<file path="config.mk">
export PLATFORM = sky130hd
export DESIGN_NAME = reg_file_sb_flat
export DESIGN_NICKNAME = d
export VERILOG_FILES = /design/src/rtl/reg_file_pkg.sv /design/src/rtl/reg_file_sb_if.sv /design/src/rtl/reg_file_read_port.sv /design/src/rtl/reg_file_sb.sv /design/src/flat_wrapper.sv
export SDC_FILE = /design/constraint.sdc
export NUM_CORES = 1
export LEC_CHECK = 0
export BUFFER_PORTS_ARGS = -buffer_cell sky130_fd_sc_hd__buf_2
export CAP_MARGIN = 5
export CELL_PAD_IN_SITES_DETAIL_PLACEMENT = 0
export CELL_PAD_IN_SITES_GLOBAL_PLACEMENT = 2
export CORE_MARGIN = 2
export CORE_UTILIZATION = 35
export CTS_BUF_LIST = sky130_fd_sc_hd__clkbuf_4 sky130_fd_sc_hd__clkbuf_8
export CTS_CLUSTER_DIAMETER = 50
export CTS_CLUSTER_SIZE = 12
export DETAILED_ROUTE_END_ITERATION = 7
export PLACE_DENSITY_LB_ADDON = 0.1
export SLEW_MARGIN = 15
export SYNTH_ARGS = -nofsm -noshare
export SYNTH_HDL_FRONTEND = slang
export SYNTH_SLANG_ARGS = --single-unit
</file>
<file path="constraint.sdc">
create_clock -name clk -period 1.5 [get_ports clk]
set_input_delay 0.075 -clock clk [delete_from_list [all_inputs] [get_ports clk]]
set_output_delay 0.075 -clock clk [all_outputs]
set_load 0.01 [all_outputs]
</file>
<file path="src/rtl/reg_file_pkg.sv">
// Shared constants and the write-request type for the scoreboarded register file.
// The bench also uses these definitions.
package reg_file_pkg;

    localparam int RF_WORD_LENGTH = 8;
    localparam int RF_ADDR_WIDTH  = 3;
    localparam int RF_DEPTH       = 2 ** RF_ADDR_WIDTH;

    localparam logic [RF_WORD_LENGTH-1:0] RF_RESET_VALUE = '0;

    typedef struct packed {
        logic                      en;
        logic [RF_ADDR_WIDTH-1:0]  addr;
        logic [RF_WORD_LENGTH-1:0] data;
    } wr_req_t;

    // A write in flight is visible to a reader only outside reset.
    function automatic logic wr_hits(input wr_req_t req,
                                     input logic rst,
                                     input logic [RF_ADDR_WIDTH-1:0] addr);
        return req.en && !rst && (req.addr == addr);
    endfunction

endpackage

</file>
<file path="src/rtl/reg_file_sb_if.sv">
// Bus bundle for reg_file_sb: two read ports, one write port, reserve port and busy bits.
interface reg_file_sb_if
    import reg_file_pkg::*;
#(
    parameter int WORD_LENGTH = RF_WORD_LENGTH,
    parameter int ADDR_WIDTH  = RF_ADDR_WIDTH
);

    logic [ADDR_WIDTH-1:0]      rd_addr_a;
    logic [WORD_LENGTH-1:0]     rd_data_a;
    logic                       busy_a;

    logic [ADDR_WIDTH-1:0]      rd_addr_b;
    logic [WORD_LENGTH-1:0]     rd_data_b;
    logic                       busy_b;

    logic                       wr_en;
    logic [ADDR_WIDTH-1:0]      wr_addr;
    logic [WORD_LENGTH-1:0]     wr_data;

    logic                       rsv_en;
    logic [ADDR_WIDTH-1:0]      rsv_addr;

    logic [(2**ADDR_WIDTH)-1:0] busy_vec;

    modport master (
        output rd_addr_a, rd_addr_b,
        output wr_en, wr_addr, wr_data,
        output rsv_en, rsv_addr,
        input  rd_data_a, busy_a,
        input  rd_data_b, busy_b,
        input  busy_vec
    );

    modport slave (
        input  rd_addr_a, rd_addr_b,
        input  wr_en, wr_addr, wr_data,
        input  rsv_en, rsv_addr,
        output rd_data_a, busy_a,
        output rd_data_b, busy_b,
        output busy_vec
    );

endinterface

</file>
<file path="src/rtl/reg_file_read_port.sv">
// One asynchronous read port with write-through bypass and busy lookup.
// With ZERO_REG_EN defined, address 0 reads as zero and never reports busy.
module reg_file_read_port
    import reg_file_pkg::*;
#(
    parameter int WORD_LENGTH = RF_WORD_LENGTH,
    parameter int ADDR_WIDTH  = RF_ADDR_WIDTH,
    localparam int DEPTH      = 2 ** ADDR_WIDTH
) (
    input  logic                   rst,
    input  logic [WORD_LENGTH-1:0] mem [DEPTH],
    input  logic [DEPTH-1:0]       busy_vec,
    input  wr_req_t                wr_req,
    input  logic [ADDR_WIDTH-1:0]  rd_addr,
    output logic [WORD_LENGTH-1:0] rd_data,
    output logic                   busy
);

    logic bypass_hit;

    assign bypass_hit = wr_hits(wr_req, rst, rd_addr);

    // The value being written is by definition produced, so a hit masks busy.
    always_comb begin
        rd_data = bypass_hit ? wr_req.data : mem[rd_addr];
        busy    = busy_vec[rd_addr] && !bypass_hit;
`ifdef ZERO_REG_EN
        if (rd_addr == '0) begin
            rd_data = '0;
            busy    = 1'b0;
        end
`endif
    end

endmodule

</file>
<file path="src/rtl/reg_file_sb.sv">
// Register file with posedge write, two bypassed asynchronous reads and a busy scoreboard.
// Optional ZERO_REG_EN hardwires register 0 to zero and keeps it permanently non-busy.
module reg_file_sb
    import reg_file_pkg::*;
#(
    parameter int                     WORD_LENGTH = RF_WORD_LENGTH,
    parameter int                     ADDR_WIDTH  = RF_ADDR_WIDTH,
    parameter logic [WORD_LENGTH-1:0] RESET_VALUE = RF_RESET_VALUE
) (
    input  logic          clk,
    input  logic          rst,
    reg_file_sb_if.slave  bus
);

    localparam int DEPTH = 2 ** ADDR_WIDTH;

`ifdef ZERO_REG_EN
    localparam logic [DEPTH-1:0] KEEP_MASK = ~(DEPTH'(1));
`else
    localparam logic [DEPTH-1:0] KEEP_MASK = '1;
`endif

    logic [WORD_LENGTH-1:0] mem [DEPTH];
    logic [DEPTH-1:0]       busy_q;
    logic [DEPTH-1:0]       busy_d;
    logic [DEPTH-1:0]       set_mask;
    logic [DEPTH-1:0]       clr_mask;
    logic                   wr_store;
    wr_req_t                wr_req;

    assign wr_req = '{en: bus.wr_en, addr: bus.wr_addr, data: bus.wr_data};

`ifdef ZERO_REG_EN
    assign wr_store = bus.wr_en && (bus.wr_addr != '0);
`else
    assign wr_store = bus.wr_en;
`endif

    // Reserve beats a same-cycle write: a new producer has issued.
    always_comb begin
        set_mask = bus.rsv_en ? (DEPTH'(1) << bus.rsv_addr) : '0;
        clr_mask = bus.wr_en  ? (DEPTH'(1) << bus.wr_addr)  : '0;
        busy_d   = ((busy_q & ~clr_mask) | set_mask) & KEEP_MASK;
    end

    always_ff @(posedge clk) begin
        if (rst) begin
            mem    <= '{default: RESET_VALUE};
            busy_q <= '0;
        end else begin
            if (wr_store) begin
                mem[bus.wr_addr] <= bus.wr_data;
            end
            busy_q <= busy_d;
        end
    end

    logic [WORD_LENGTH-1:0] rd_data_a;
    logic [WORD_LENGTH-1:0] rd_data_b;
    logic                   busy_a;
    logic                   busy_b;

    reg_file_read_port #(
        .WORD_LENGTH (WORD_LENGTH),
        .ADDR_WIDTH  (ADDR_WIDTH)
    ) u_port_a (
        .rst      (rst),
        .mem      (mem),
        .busy_vec (busy_q),
        .wr_req   (wr_req),
        .rd_addr  (bus.rd_addr_a),
        .rd_data  (rd_data_a),
        .busy     (busy_a)
    );

    reg_file_read_port #(
        .WORD_LENGTH (WORD_LENGTH),
        .ADDR_WIDTH  (ADDR_WIDTH)
    ) u_port_b (
        .rst      (rst),
        .mem      (mem),
        .busy_vec (busy_q),
        .wr_req   (wr_req),
        .rd_addr  (bus.rd_addr_b),
        .rd_data  (rd_data_b),
        .busy     (busy_b)
    );

    assign bus.rd_data_a = rd_data_a;
    assign bus.rd_data_b = rd_data_b;
    assign bus.busy_a    = busy_a;
    assign bus.busy_b    = busy_b;
    assign bus.busy_vec  = busy_q;

endmodule
</file>
<file path="src/flat_wrapper.sv">
// flat-port wrapper written by rule: the top's interface ports become plain ports
module reg_file_sb_flat import reg_file_pkg::*;
#(
    parameter int                     WORD_LENGTH = RF_WORD_LENGTH,
    parameter int                     ADDR_WIDTH  = RF_ADDR_WIDTH,
    parameter logic [WORD_LENGTH-1:0] RESET_VALUE = RF_RESET_VALUE
)
  (clk, rst, bus_rd_addr_a, bus_rd_addr_b, bus_wr_en, bus_wr_addr, bus_wr_data, bus_rsv_en, bus_rsv_addr, bus_rd_data_a, bus_busy_a, bus_rd_data_b, bus_busy_b, bus_busy_vec);
  reg_file_sb_if #(.WORD_LENGTH(WORD_LENGTH), .ADDR_WIDTH(ADDR_WIDTH)) bus_i ();
  input  logic clk;
  input  logic rst;
  input wire logic [$bits(bus_i.rd_addr_a)-1:0] bus_rd_addr_a;
  input wire logic [$bits(bus_i.rd_addr_b)-1:0] bus_rd_addr_b;
  input wire logic [$bits(bus_i.wr_en)-1:0] bus_wr_en;
  input wire logic [$bits(bus_i.wr_addr)-1:0] bus_wr_addr;
  input wire logic [$bits(bus_i.wr_data)-1:0] bus_wr_data;
  input wire logic [$bits(bus_i.rsv_en)-1:0] bus_rsv_en;
  input wire logic [$bits(bus_i.rsv_addr)-1:0] bus_rsv_addr;
  output wire logic [$bits(bus_i.rd_data_a)-1:0] bus_rd_data_a;
  output wire logic [$bits(bus_i.busy_a)-1:0] bus_busy_a;
  output wire logic [$bits(bus_i.rd_data_b)-1:0] bus_rd_data_b;
  output wire logic [$bits(bus_i.busy_b)-1:0] bus_busy_b;
  output wire logic [$bits(bus_i.busy_vec)-1:0] bus_busy_vec;
  assign bus_i.rd_addr_a = bus_rd_addr_a;
  assign bus_i.rd_addr_b = bus_rd_addr_b;
  assign bus_i.wr_en = bus_wr_en;
  assign bus_i.wr_addr = bus_wr_addr;
  assign bus_i.wr_data = bus_wr_data;
  assign bus_i.rsv_en = bus_rsv_en;
  assign bus_i.rsv_addr = bus_rsv_addr;
  assign bus_rd_data_a = bus_i.rd_data_a;
  assign bus_busy_a = bus_i.busy_a;
  assign bus_rd_data_b = bus_i.rd_data_b;
  assign bus_busy_b = bus_i.busy_b;
  assign bus_busy_vec = bus_i.busy_vec;
  reg_file_sb #(.WORD_LENGTH(WORD_LENGTH), .ADDR_WIDTH(ADDR_WIDTH), .RESET_VALUE(RESET_VALUE)) u_core (.clk(clk), .rst(rst), .bus(bus_i));
endmodule
</file>
Word-level counts from Yosys, hierarchy flattened. Cells that the tools add are included.

Register bits: 72. Input port bits: 24. Logic and storage cells: 51.

$lt $le $gt $ge: 6. Eq/ne operators: 2. Shift-type cells: 2. Muxes and demuxes: 17. Bitwise operators: 6. Reduce and logical (&&, ||, !) cells: 9.

Operators with widths (count): 8-bit 2-to-1 mux (9); 64-bit bitwise mux (1); 8-bit binary-select mux with 3-bit select (2); 8-bit demux with 3-bit select (1); 1-bit by 3-bit left shift with 8-bit output (first input constant) (2); 4-bit greater-or-equal comparator (second input constant) (3); 3-bit inverter with 4-bit output (3); 8-bit bitwise AND (1); 3-bit by 4-bit less-than comparator with 1-bit output (second input constant) (2); 8-bit inverter (1); 8-bit bitwise OR (1); 1-bit binary-select mux with 3-bit select (2); 3-bit == test (2); 1-bit logical AND (6); 4-bit by 1-bit less-than comparator with 1-bit output (second input constant) (1); 1-bit zero test (3); 1-bit 2-to-1 mux (2).

Logic depth before layout (Yosys ltp).
Depth after elaboration: 6. Depth in mapped cells: 5. Depth with buffers taken out: 3.

Hierarchy. From an unflattened synthesis, not the netlist that was laid out.

Cell total of the unflattened synthesis: 364. Area total of the unflattened synthesis: 4498.1 um2.

Modules (own cells, without submodules): reg_file_sb (instances 1, cells an instance 272, area each 2964.1 um2); reg_file_read_port (instances 2, cells an instance 46, area each 767.0 um2).

Least setup slack after synthesis. No wires, ideal clock.

Path kind: input to output. Start point: in bus_rd_addr_a[0]. End point: out bus_rd_data_a[2]. Arrival: 1.350 ns. Required time: 1.425 ns. Setup slack: 0.075 ns. Cell stages on the path: 5. Cell sequence: buf_6 -> buf_12 -> mux4_2 -> mux2_2 -> mux2_4.

Cells in the longest elaborated chain, start to end: 5. Elaborated cells on any way between the ends: 7.

Ends and longest elaborated chain: start, declared (line flat_wrapper.sv:12) `input wire logic [$bits(bus_i.rd_addr_a)-1:0] bus_rd_addr_a;`; 3-bit inverter with 4-bit output (implied by the code) (line reg_file_read_port.sv:25) `rd_data = bypass_hit ? wr_req.data : mem[rd_addr];`; 8-bit binary-select mux with 3-bit select (line reg_file_read_port.sv:25); 8-bit 2-to-1 mux (implied by the code) (2 in series) (line reg_file_read_port.sv:25); 8-bit 2-to-1 mux (*) (line reg_file_read_port.sv:25); end, declared (line flat_wrapper.sv:19) `output wire logic [$bits(bus_i.rd_data_a)-1:0] bus_rd_data_a;`.

Every way passes the cells marked *; elsewhere a longest branch is shown, timed or not. The select of a mux whose other input is x is not followed.

Worst setup path in the final report.
Start point: reg u_core.mem[5] (netlist bit). End point: out bus_rd_data_b[5].

Cells in the longest elaborated chain, start to end: 4.

Ends and longest elaborated chain: start, declared (line reg_file_sb.sv:23) `logic [WORD_LENGTH-1:0] mem [DEPTH];`; start signal, assigned by index (line reg_file_sb.sv:52) `mem[bus.wr_addr] <= bus.wr_data;`; 8-bit binary-select mux with 3-bit select (line reg_file_read_port.sv:25); 8-bit 2-to-1 mux (implied by the code) (2 in series) (line reg_file_read_port.sv:25); 8-bit 2-to-1 mux (line reg_file_read_port.sv:25); end, declared (line flat_wrapper.sv:21) `output wire logic [$bits(bus_i.rd_data_b)-1:0] bus_rd_data_b;`.

No other way between the ends. The select of a mux whose other input is x is not followed.

==> impl_metrics.json <==
{
  "clockBufferDepth": 2,
  "synth_top_area_share_pct": 34.47,
  "route.detailed.drc": 0,
  "fp.dieW_um": 113.3,
  "critPathArrivalTime_ps": 1870,
  "cpMaxStageDelayCell": "mux4_2",
  "cts_htree_levels": 3,
  "status": "finished with violations",
  "firstDrtPassIters": 5,
  "numCtsBuffers": 9,
  "final.setup_skew_ps": 0,
  "critical_path_required_ps": 1420,
  "nets": 527,
  "antenna_found_initial": 0,
  "wl_mm": 13.11,
  "port-buffer-count": 49,
  "hpwl_mm": 9.518,
  "timing.max_cap.violations": 0,
  "slowest_delay_ps": 480,
  "grt_pass1_vias": 3384,
  "synth_top_family_by_area": "multiplexers",
  "avgSynthCellArea_sq_um": 9.885,
  "violations": "negative setup slack",
  "max_freq_mhz": 513.4,
  "crit_top_cell": "mux2_4",
  "cp-end-kind": "output pin",
  "num_io_pins": 50,
  "yosysTopAreaCell": "dfxtp_1",
  "crit_type": "reg2out",
  "final-setup-viol-count": 18,
  "grt_max_degree": 73,
  "num_rows": 39,
  "cts_num_sinks": 72,
  "rsz0062_at_grt": "true",
  "coreArea_sq_um": 11520,
  "die_h_um": 113.3,
  "finalCritPeriodShare_pct": 129.8,
  "drive_gt1_share_pct": 45.87,
  "setup_ws_ps": -447.6,
  "synth-adder-area-share_pct": 0,
  "grtUsageTotal_pct": 21.28,
  "vias": 3520,
  "viasPerCell": 5.407,
  "cp.buffers_inverters": 1,
  "syn_nets": 447,
  "synth_compound_area_share_pct": 9.156,
  "finalPower_mw": 4.252,
  "clock_latency_ps": 360,
  "routabilityCongestion": 0.7722,
  "area_growth_pct": 24.57,
  "ir_worst_vdd_v": 0.0004393,
  "yosysSeqAreaShare_pct": 34.47,
  "path_max_fanout": 3,
  "cts_tree": "built",
  "final_cell_mix": "nand2_1, a21oi_1, buf_4",
  "placed_area_sq_um": 4828,
  "synth.area.mux_share_pct": 31.78,
  "hp-class": "in2reg",
  "antenna_cells": 0,
  "antenna_left": 0,
  "power.density_nw_per_um2": 816.4,
  "min_period_ps": 1948,
  "yosysWarnings": 0,
  "slew_headroom_pct": 43.97,
  "fill_cells": 1158,
  "cts.clk_slew.worst_paths_ps": 80,
  "stdcell_area_sq_um": 5209,
  "grt_pass1_wl_mm": 20.29,
  "ys_ff_latch": 72,
  "tns_ps": -7187,
  "syn_area_sq_um": 4182,
  "cts_root_buf": "clkbuf_8",
  "crit_chain": "mux4_2, mux2_4, mux2_4, buf_6",
  "slew_viol_final": 0,
  "tightest_slew_ps": 840.5,
  "yosys.area_share.simple_pct": 17.77,
  "initial_core_util_pct": 36.31,
  "synth_xor_xnor_area_share_pct": 1.257,
  "netlist_instances": 423,
  "drt_iter0_drc": 250,
  "floorplan.die_area_sq_um": 12840,
  "final_common_cell": "nand2_1",
  "synthTopCellsByArea": "dfxtp_1, mux4_1, nand2_1, a21oi_1, mux2_2",
  "synth_cell_types": 27,
  "p_leak_nw": 2.032,
  "wl_per_cell_um": 20.14,
  "path_delay_family": "multiplexers",
  "hold_viol": 0,
  "critPathLaunchType": "register",
  "hold_ws_ps": 23.66,
  "overflow": 0
}
-- registers in the layout (all words and copies together) (netlist names) --
register and count:
u_core.mem 64, u_core.bus.busy_vec 8
-- worst paths after layout --
kind / startpoint / end / slack [ps] / depth (start not counted)
setup / recovery: u_core.mem[5]$_SDFFE_PP0P_ / bus_rd_data_b[5] / -450 / 4
hold / removal: bus_rsv_addr[0] / u_core.bus.busy_vec[3]$_SDFF_PP0_ / 20 / 3
setup reg to reg: u_core.bus.busy_vec[6]$_SDFF_PP0_ / u_core.bus.busy_vec[6]$_SDFF_PP0_ / 670 / 3
hold reg to reg: u_core.mem[0]$_SDFFE_PP0P_ / u_core.mem[0]$_SDFFE_PP0P_ / 460 / 2
-- worst register-to-register path: cells and delay by family, from the launching register on --
kind,cells,cell delay (ps)
flip-flops,1,330
AO/OA/AOI/OAI,1,150
buffers and inverters,1,130
AND/OR/NAND/NOR,1,70
-- final cells by class --
cell class              instances  area, sq um  area share, %
flip-flops and latches         72         1485          28.51
clock inverters                 3        42.54         0.8167
clock buffers                  13        153.9          2.955
multi-input cells             310         2484          47.68
repair buffers                110        864.6          16.60
well taps                     143        178.9          3.435
-- cells by family (layout without fill, tap and decap cells) --
logic type	count (synthesis)	in the layout
and+or+nand+nor	162	162
AOI/OAI and AO/OA	72	72
DFF	72	72
muxes	70	70
buffers and inverters	41	126
xor gates and xnor gates	6	6
-- layer usage --
layer | track usage, % | up-vias | share of wire [%]
li1 | - | 1666 | -
met1 | 28.68 | 1737 | 47
met2 | 34.01 | 100 | 48
met3 | 4.767 | 17 | 3.9
met4 | 6.911 | 0 | 1.8
met5 | 0 | - | 0
-- Yosys cell counts, drive strengths merged --
master   number
nor4bb        3
a22oi         3
dfxtp        72
clkbuf       28
a21oi        65
a32oi         4
and2          2
buf          13
or4b          1
nand4bb       3
mux4         36
and4          1
nand2       129
and4b         3
nor2b         4
nand4b        3
xnor2         6
mux2         34
nand4         4
nor4b         1
nor2          8
-- power by group --
group | total, mW | switching [mW] | internal, mW
Clock | 1.59 | 0.753 | 0.841
Combinational | 0.666 | 0.340 | 0.325
Sequential | 1.99 | 0.0351 | 1.96
-- per-stage QoR --
| step | setup slack, ps | util (%) | std cells |
|---|---|---|---|
| floorplan | 74.60 | - | 423 |
| global placement | -208.4 | 41.93 | 628 |
| detailed placement | -226.6 | 41.93 | 628 |
| CTS | -451.9 | 44.98 | 648 |
| global route | -477.7 | 45.23 | 651 |
| finish | -447.6 | 45.23 | 651 |
-- timing repair --
| item | 4_1_cts | 5_1_grt |
|---|---|---|
| hold buffers | 2 | 0 |
| hold endpoints to repair | 1 | 0 |
| pin swaps | 1 | 0 |
| endpoints found under the setup margin | 18 | 18 |
| buffers inserted | 2 | 3 |
| resized for setup | 93 | 5 |
Power figures use the tool's default switching activity.
